## config.mk

```make
export PLATFORM = sky130hd
export DESIGN_NAME = fifo_out2_flat
export DESIGN_NICKNAME = d
export VERILOG_FILES = /design/src/rtl/fifo_out2_if.sv /design/src/rtl/fifo_out2.sv /design/src/flat_wrapper.sv
export SDC_FILE = /design/constraint.sdc
export NUM_CORES = 1
export LEC_CHECK = 0
export CORE_ASPECT_RATIO = 0.75
export CORE_MARGIN = 2
export CORE_UTILIZATION = 50
export DETAILED_ROUTE_END_ITERATION = 8
export PLACE_DENSITY = 0.69
export SYNTH_ARGS = -nofsm -noshare
export SYNTH_HDL_FRONTEND = slang
export SYNTH_SLANG_ARGS = --single-unit
```

## constraint.sdc

```tcl
create_clock -name clk -period 6.05 [get_ports clk]
set_input_delay 0.605 -clock clk [delete_from_list [all_inputs] [get_ports clk]]
set_output_delay 0.605 -clock clk [all_outputs]
set_load 0.1 [all_outputs]
```

## src/rtl/fifo_out2_if.sv

```systemverilog
// Byte-in / word-out bus of the output packing FIFO.
// Handshake: a byte moves on a rising clk edge exactly when write_en && in_ready
// are both high at that edge. While write_en is high and in_ready is low, the
// producer holds write_data stable. A pop is requested with read_en. It takes
// effect only when empty is low, and it is answered one cycle later by a
// single-cycle read_valid pulse with read_data.
interface fifo_out2_if #(
  parameter int DATA_WIDTH = 8
);
  logic                      write_en;
  logic [DATA_WIDTH-1:0]     write_data;
  logic                      in_ready;
  logic                      read_en;
  logic [4*DATA_WIDTH-1:0]   read_data;
  logic                      read_valid;
  logic                      full;
  logic                      empty;
  logic                      pad_err;

  modport master (
    output write_en, write_data, read_en,
    input  in_ready, read_data, read_valid, full, empty, pad_err
  );

  modport slave (
    input  write_en, write_data, read_en,
    output in_ready, read_data, read_valid, full, empty, pad_err
  );
endinterface

```

## src/rtl/fifo_out2.sv

```systemverilog
// Output-side packing FIFO. It accepts 7-byte frames of the form
// pad, d0, d1, d2, d3, pad, pad. It strips the pads, packs d0..d3 MSB-first
// into one word, and buffers up to DEPTH words for a word-wide reader.
module fifo_out2 #(
  parameter int DATA_WIDTH = 8,
  parameter int DEPTH      = 4
) (
  input  logic       clk,
  input  logic       rst,
  fifo_out2_if.slave bus
);
  localparam int W  = DATA_WIDTH;
  localparam int WW = 4 * DATA_WIDTH;
  localparam int PW = (DEPTH > 1) ? $clog2(DEPTH) : 1;
  localparam int CW = $clog2(DEPTH + 1);

  logic [2:0]      pos_q, pos_d;
  logic [3*W-1:0]  stage_q, stage_d;
  logic [PW-1:0]   wr_ptr_q, wr_ptr_d;
  logic [PW-1:0]   rd_ptr_q, rd_ptr_d;
  logic [CW-1:0]   count_q, count_d;
  logic [WW-1:0]   read_data_q, read_data_d;
  logic            read_valid_q, read_valid_d;
  logic            pad_err_q, pad_err_d;
  logic [WW-1:0]   mem_q [DEPTH];

  logic full_w, empty_w, in_ready_w, acc, push, pop, pad_pos;

  // Status flags, the accept/push/pop strobes, and the next-state values.
  // Only the byte at position 4 can stall, because it is the only byte that
  // needs a free word slot.
  always_comb begin
    full_w       = (count_q == CW'(DEPTH));
    empty_w      = (count_q == '0);
    in_ready_w   = !((pos_q == 3'd4) && full_w);
    acc          = bus.write_en && in_ready_w;
    push         = acc && (pos_q == 3'd4);
    pop          = bus.read_en && !empty_w;
    pad_pos      = (pos_q == 3'd0) || (pos_q == 3'd5) || (pos_q == 3'd6);

    pos_d        = pos_q;
    stage_d      = stage_q;
    wr_ptr_d     = wr_ptr_q;
    rd_ptr_d     = rd_ptr_q;
    count_d      = count_q;
    read_data_d  = read_data_q;
    read_valid_d = 1'b0;
    pad_err_d    = pad_err_q;

    if (acc) begin
      pos_d = (pos_q == 3'd6) ? 3'd0 : pos_q + 3'd1;
      case (pos_q)
        3'd1:    stage_d[3*W-1:2*W] = bus.write_data;
        3'd2:    stage_d[2*W-1:W]   = bus.write_data;
        3'd3:    stage_d[W-1:0]     = bus.write_data;
        default: ;
      endcase
      if (pad_pos && (bus.write_data != '0)) pad_err_d = 1'b1;
    end

    if (push) wr_ptr_d = (wr_ptr_q == PW'(DEPTH - 1)) ? '0 : wr_ptr_q + PW'(1);

    if (pop) begin
      read_data_d  = mem_q[rd_ptr_q];
      read_valid_d = 1'b1;
      rd_ptr_d     = (rd_ptr_q == PW'(DEPTH - 1)) ? '0 : rd_ptr_q + PW'(1);
    end

    case ({push, pop})
      2'b10:   count_d = count_q + CW'(1);
      2'b01:   count_d = count_q - CW'(1);
      default: ;
    endcase
  end

  // Control and output registers. Reset drops any partially staged word.
  always_ff @(posedge clk) begin
    if (!rst) begin
      pos_q        <= '0;
      stage_q      <= '0;
      wr_ptr_q     <= '0;
      rd_ptr_q     <= '0;
      count_q      <= '0;
      read_data_q  <= '0;
      read_valid_q <= 1'b0;
      pad_err_q    <= 1'b0;
    end else begin
      pos_q        <= pos_d;
      stage_q      <= stage_d;
      wr_ptr_q     <= wr_ptr_d;
      rd_ptr_q     <= rd_ptr_d;
      count_q      <= count_d;
      read_data_q  <= read_data_d;
      read_valid_q <= read_valid_d;
      pad_err_q    <= pad_err_d;
    end
  end

  // Word storage. It is not reset. A same-cycle pop reads the old contents.
  always_ff @(posedge clk) begin
    if (rst && push) mem_q[wr_ptr_q] <= {stage_q, bus.write_data};
  end

  assign bus.in_ready   = in_ready_w;
  assign bus.full       = full_w;
  assign bus.empty      = empty_w;
  assign bus.read_data  = read_data_q;
  assign bus.read_valid = read_valid_q;
  assign bus.pad_err    = pad_err_q;
endmodule
```

## src/flat_wrapper.sv

```systemverilog
// flat-port wrapper written by rule: the top's interface ports become plain ports
module fifo_out2_flat 
#(
  parameter int DATA_WIDTH = 8,
  parameter int DEPTH      = 4
)
  (clk, rst, bus_write_en, bus_write_data, bus_read_en, bus_in_ready, bus_read_data, bus_read_valid, bus_full, bus_empty, bus_pad_err);
  fifo_out2_if #(.DATA_WIDTH(DATA_WIDTH)) bus_i ();
  input  logic clk;
  input  logic rst;
  input wire logic [$bits(bus_i.write_en)-1:0] bus_write_en;
  input wire logic [$bits(bus_i.write_data)-1:0] bus_write_data;
  input wire logic [$bits(bus_i.read_en)-1:0] bus_read_en;
  output wire logic [$bits(bus_i.in_ready)-1:0] bus_in_ready;
  output wire logic [$bits(bus_i.read_data)-1:0] bus_read_data;
  output wire logic [$bits(bus_i.read_valid)-1:0] bus_read_valid;
  output wire logic [$bits(bus_i.full)-1:0] bus_full;
  output wire logic [$bits(bus_i.empty)-1:0] bus_empty;
  output wire logic [$bits(bus_i.pad_err)-1:0] bus_pad_err;
  assign bus_i.write_en = bus_write_en;
  assign bus_i.write_data = bus_write_data;
  assign bus_i.read_en = bus_read_en;
  assign bus_in_ready = bus_i.in_ready;
  assign bus_read_data = bus_i.read_data;
  assign bus_read_valid = bus_i.read_valid;
  assign bus_full = bus_i.full;
  assign bus_empty = bus_i.empty;
  assign bus_pad_err = bus_i.pad_err;
  fifo_out2 #(.DATA_WIDTH(DATA_WIDTH), .DEPTH(DEPTH)) u_core (.clk(clk), .rst(rst), .bus(bus_i));
endmodule
```

==> metrics, run 1 <==
Final Max Slew Viols 0; row count 38; fraction of registers with async set/reset 0%; drt first pass iters 5; layout cell share with drive strength beyond 1 approximately a tenth; Hold Fails Final Rpt 0; synth top area cells edfxtp_1, dfxtp_1, mux4_1; period utilization between 50% and 60%; Num CTS Buffers 17; final net count 485; Achievable Freq about 0.32 GHz; Post-Syn Area between 7000 and 8000 um2; post_cts resized 0; CP Launch Type flip-flop; initial antenna violation count 0; Req. time, crit path between 5000 and 6000 ps; antenna-violating nets left 0; WHS Path Cells 1; CP Max Fanout 10; status finished clean; n_diodes 0; # fillers approximately 1,100; Leakage 2.81 nW; CP Data Arrival Time ~2500 ps; post-DP HPWL between 7000 and 8000 um; starting density of the core between 50% and 60%; PD cells ~340 nW/um2; RSZ-0062 raised after global routing false; area share of the leading cell type in the synthesized netlist between 50% and 60%; CTS tree done; area leader, netlist edfxtp_1; Setup crit end kind output port; Final Worst Setup Slack about 2900 ps; worst skew pair latency 420 ps; Mapped Cells about 420; Worst IR Drop VDD 0.200 mV; Worst Tran Pin Value roughly 1100 ps; syn_nets between 400 and 500; Sequential Area roughly 5200 um2; Root Buffer Master clkbuf_16; DRT Wirelength around 13,000 um; worst hold path class flip-flop to flip-flop; Avg Cell Area, Syn ~18 um2; number of synthesized flops with an enable pin 128; routability cong. between 0.7 and 0.8; Place WS roughly 3100 ps; Remaining DRCs 0; Syn-to-layout area delta 14.4%; Via density ~5.5; CORE AREA around 15,000 um2; Worst R2R Path Depth 9; H-tree Lvls 4; Sink Count ~200; largest net degree at the start of global routing 36; Synth Warn # 0; Die Area between 15,000 and 20,000 um2; min Tclk post-route around 3100 ps; die height around 110 um; crit path launch u_core.pos_q[2]$_SDFFE_PN0P_; Max clock buf depth 2; die width ~140 um; vias in the first global route roughly 3,700; DR iter-0 viols between 200 and 300; maxcap violations 0; critical path type flip-flop to output port; Total Power between 2 and 3 mW; final setup fails 0; first-pass GRT wire length about 20,000 um; Total Routing Usage GR 17.2%; area of the multi-input gates about 2000 um2; setup repair bufs after CTS 0; Endpoint, Worst Hold u_core.bus.read_data[24]$_SDFFE_PN0N_; r2r endpoint u_core.count_q[2]$_SDFFE_PN0P_; I/O Buffers 48; Crit Reg-Reg Startpoint u_core.count_q[2]$_SDFFE_PN0P_; sequential area share after synthesis between 60% and 70%; commonest non-fill, non-tap cell in the layout edfxtp_1; hold_buf cts 0; Slew HR 27.9%; grt ovf 0; flop2flop setup slack 3580 ps; Synth Flop Type edfxtp_1; clock slew at reported path FFs 60 ps; Max Clock Skew between 10 and 15 ps; synth unique cells 40; vias about 3,700; Hold Startpoint u_core.bus.read_data[24]$_SDFFE_PN0N_; final setup TNS 0 ps; DR WL/cell slightly below 20 um; commonest non-fill, non-tap cells in the layout edfxtp_1, dfxtp_1, clkdlybuf4s50_1; register bit total from synthesis between 150 and 200; Top Ports approximately 50
==> state kept, by name (all words and copies together), names as in the netlist <==
register and count:
u_core.mem_q 128, u_core.bus.read_data 32, u_core.stage_q 24, u_core.count_q 3, u_core.pos_q 3, u_core.rd_ptr_q 2
u_core.wr_ptr_q 2, u_core.bus.pad_err 1, u_core.bus.read_valid 1
==> where the power goes <==
group | switching, mW | leakage [nW] | internal [mW]
logic | 0.276 | 0.808 | 0.118
registers | 0.0443 | 1.74 | 1.46
clock network | 0.464 | 0.259 | 0.550
==> per-stage QoR <==
step	instance area, um2	std cells	hold slack (ps)	utilization [%]
6_report	8530	678	476	58.8
5_1_grt	8530	678	492	58.8
4_1_cts	8530	678	482	58.8
3_5_place_dp	8000	646	466	55.1
3_3_place_gp	8000	646	460	55.1
2_1_floorplan	7450	418	459	-
==> layout make-up <==
cell class / instances / share of cell area [%]
clock inverters: 8 / 0.675
well taps: 200 / 2.94
flip-flops and latches: 196 / 61.1
multi-input cells: 185 / 23.1
clock buffers: 24 / 5.53
inverters: 11 / 0.484
repair buffers: 54 / 6.16
==> cells by family after synthesis <==
logic type / count (synthesis) / synth area share, %
muxes: 57 / 14.4
buffers and inverters: 37 / 3.76
and+or+nand+nor: 65 / 4.53
DFF: 196 / 69.8
xor gates and xnor gates: 3 / 0.353
adders and majority gates: 8 / 1.44
AOI/OAI and AO/OA: 52 / 5.71
==> synthesized netlist by cell type (4+ instances only) <==
cell type,n
a21oi_1,6
mux4_2,5
ha_1,7
nor2_1,22
buf_6,4
mux4_1,27
mux2i_1,25
and3_1,4
nand2_1,21
inv_1,11
o21ai_0,6
edfxtp_1,128
clkbuf_1,4
buf_12,4
a22o_1,31
buf_2,10
dfxtp_1,68
==> critical path, stage by stage (launching register included) <==
cell and delay, ps:
dfxtp_1 500, nor3b_1 460, nand2_1 150, clkdlybuf4s50_1 1000
==> worst max path at each step <==
| stage | end | cells after the start |
|---|---|---|
| finish | bus_in_ready | 3 |
| global route | bus_in_ready | 3 |
| CTS | bus_in_ready | 3 |
| detailed placement | u_core.count_q[2]$_SDFFE_PN0P_ | 10 |
| global placement | u_core.count_q[2]$_SDFFE_PN0P_ | 10 |
| floorplan | bus_empty | 1 |
==> routing by layer <==
layer	share of wire (%)	vias up	track usage (%)	wire, um
met5	0	-	0	0
met4	0.71	0	5.16	92
met3	4.0	8	4.02	520
met2	48	95	28.0	6290
met1	47	1902	23.6	6130
li1	-	1740	-	-
Power figures use the tool's default switching activity.
==> run 2, diff against run 1 <==
--- a/config.mk
+++ b/config.mk
@@ -9,7 +9,7 @@
 export CORE_MARGIN = 2
 export CORE_UTILIZATION = 50
 export DETAILED_ROUTE_END_ITERATION = 8
-export PLACE_DENSITY = 0.69
+export PLACE_DENSITY = 0.72
 export SYNTH_ARGS = -nofsm -noshare
 export SYNTH_HDL_FRONTEND = slang
 export SYNTH_SLANG_ARGS = --single-unit
==> constraint.sdc (replaced) <==
create_clock -name clk -period 2.75 [get_ports clk]
set_input_delay 0.275 -clock clk [delete_from_list [all_inputs] [get_ports clk]]
set_output_delay 0.275 -clock clk [all_outputs]
set_load 0.1 [all_outputs]
==> metrics, run 2 (synthesized netlist as in run 1, its figures left out) <==
CORE AREA roughly 15,000 um2; Remaining DRCs 0; Setup crit end kind flip-flop; Req. time, crit path ~3100 ps; post-DP HPWL approximately 8000 um; final setup TNS 0 ps; Sink Count 196; H-tree Lvls 4; largest net degree at the start of global routing 34; commonest non-fill, non-tap cells in the layout edfxtp_1, dfxtp_1, buf_4; Final Worst Setup Slack ~390 ps; Max stage delay on crit path approximately 460 ps; min Tclk post-route between 2000 and 2500 ps; CP Data Arrival Time ~2700 ps; Crit Reg-Reg Startpoint u_core.count_q[0]$_SDFFE_PN0P_; CP Max Fanout 9; Syn-to-layout area delta 14.9%; Total Routing Usage GR 18.0%; Top reg by flops u_core.mem_q; Sw Share between 20% and 30%; DR WL/cell 19.5 um; clock power share about a third; max FFs per register about 130; CP Launch Type flip-flop; commonest non-fill, non-tap cell in the layout edfxtp_1; Place WS about 340 ps; initial antenna violation count 0; n_diodes 0; die height approximately 110 um; Sw Pwr ~1.7 mW; Max Clock Skew ~8.3 ps; starting density of the core 51.4%; Root Buffer Master clkbuf_16; DP Cell Count around 650; Hold Fails Final Rpt 0; final net count 492; Die Area approximately 16,000 um2; crit path launch u_core.count_q[0]$_SDFFE_PN0P_; final setup fails 0; vias in the first global route roughly 3,800; Slew HR just under 60%; CP cell instances nor3b_4, nor2_2, inv_1, ha_1, inv_1, fa_1, xor2_1, or3_1, a21oi_1; row count 38; Hold WS 479 ps; vias about 3,700; I/O Buffers 48; Num CTS Buffers 17; layout cell share with drive strength beyond 1 ~20%; hold_buf cts 0; Max clock buf depth 2; RSZ-0062 raised after global routing false; maxcap violations 0; drt first pass iters 5; Leakage approximately 3 nW; met1 WL about 6000 um; Finished Cell Area 8560 um2; met2 wire length ~6600 um; grt ovf 0; die width 145 um; Top Ports ~50; CTS tree done; # fillers approximately 1,100; worst skew pair latency 430 ps; clock slew at reported path FFs about 70 ps; Hold Startpoint u_core.bus.read_data[15]$_SDFFE_PN0N_; DRT Wirelength 13,300 um; setup repair bufs after CTS 0; DR iter-0 viols between 200 and 300; status finished clean; met3 wire length between 600 and 700 um; Achievable Freq ~0.42 GHz; Total Power 6.39 mW; Worst IR Drop VDD approximately 0.39 mV; Seq pwr share 51.2%; final std cells w/o fill just under 700; worst hold path class flip-flop to flip-flop; critical path type flip-flop to flip-flop; Cell Int Power about 4.6 mW; routability cong. ~0.8; period utilization between 80 and 90%; slowest cell on the critical path nor3b_4; post_cts resized 0; Worst Tran Pin Value 631 ps; PD cells ~750 nW/um2; most frequent CP cell inv_1; final design utilization 59.0%; first-pass GRT wire length between 20,000 and 25,000 um; antenna-violating nets left 0; Area after DPL 8030 um2; Via density between 5 and 6; Final Max Slew Viols 0; uppermost layer routed met4; combinational group share of total power about 14%
[run 2: per-layer routing]
layer / vias up / track usage (%)
met3: 14 / 5.48
li1: 1743 / -
met1: 1914 / 23.1
met2: 77 / 29.6
met4: 0 / 6.01
met5: - / 0
[run 2: worst paths after layout]
path | to | slack (ps) | cells after the start
worst max register to register | u_core.count_q[2]$_SDFFE_PN0P_ | 390 | 9
worst max-delay path | u_core.count_q[2]$_SDFFE_PN0P_ | 390 | 9
worst min register to register | u_core.bus.read_data[15]$_SDFFE_PN0N_ | 480 | 1
worst min-delay path | u_core.bus.read_data[15]$_SDFFE_PN0N_ | 480 | 1
[run 2: area by class of cell]
class / count / area, um2 / share of cell area, %
Inverter: 11 / 41.3 / 0.482
Sequential cell: 196 / 5210 / 60.8
Multi-Input combinational cell: 185 / 1970 / 23.1
Clock buffer: 21 / 450 / 5.26
Timing Repair Buffer: 61 / 561 / 6.55
Clock inverter: 11 / 77.6 / 0.906
Tap cell: 200 / 250 / 2.92
[run 2: power groups by stage]
stage | clock (mW) | sequential, mW | combinational [mW]
2_1_floorplan | 0 | 3.72 | 0.345
3_3_place_gp | 0 | 3.33 | 0.892
3_5_place_dp | 0 | 3.34 | 0.907
4_1_cts | 2.26 | 3.27 | 0.908
5_1_grt | 2.38 | 3.28 | 0.940
6_report | 2.21 | 3.27 | 0.900
[run 2: critical path, delay by kind of cell, from the launching register on]
kind                       cells  cell delay [ps]
and+or+nand+nor                3              880
adders and majority gates      2              560
DFF                            1              400
xor gates and xnor gates       1              160
buffers and inverters          2              150
AOI/OAI and AO/OA              1              150
==> run 3, diff against run 2 <==
--- a/config.mk
+++ b/config.mk
@@ -9,7 +9,9 @@
 export CORE_MARGIN = 2
 export CORE_UTILIZATION = 50
 export DETAILED_ROUTE_END_ITERATION = 8
+export GPL_ROUTABILITY_DRIVEN = 0
 export PLACE_DENSITY = 0.72
+export SKIP_CTS_REPAIR_TIMING = 1
 export SYNTH_ARGS = -nofsm -noshare
 export SYNTH_HDL_FRONTEND = slang
 export SYNTH_SLANG_ARGS = --single-unit
==> results of run 3 <==
Final layout, timing and power as in run 2 (identical DEF).
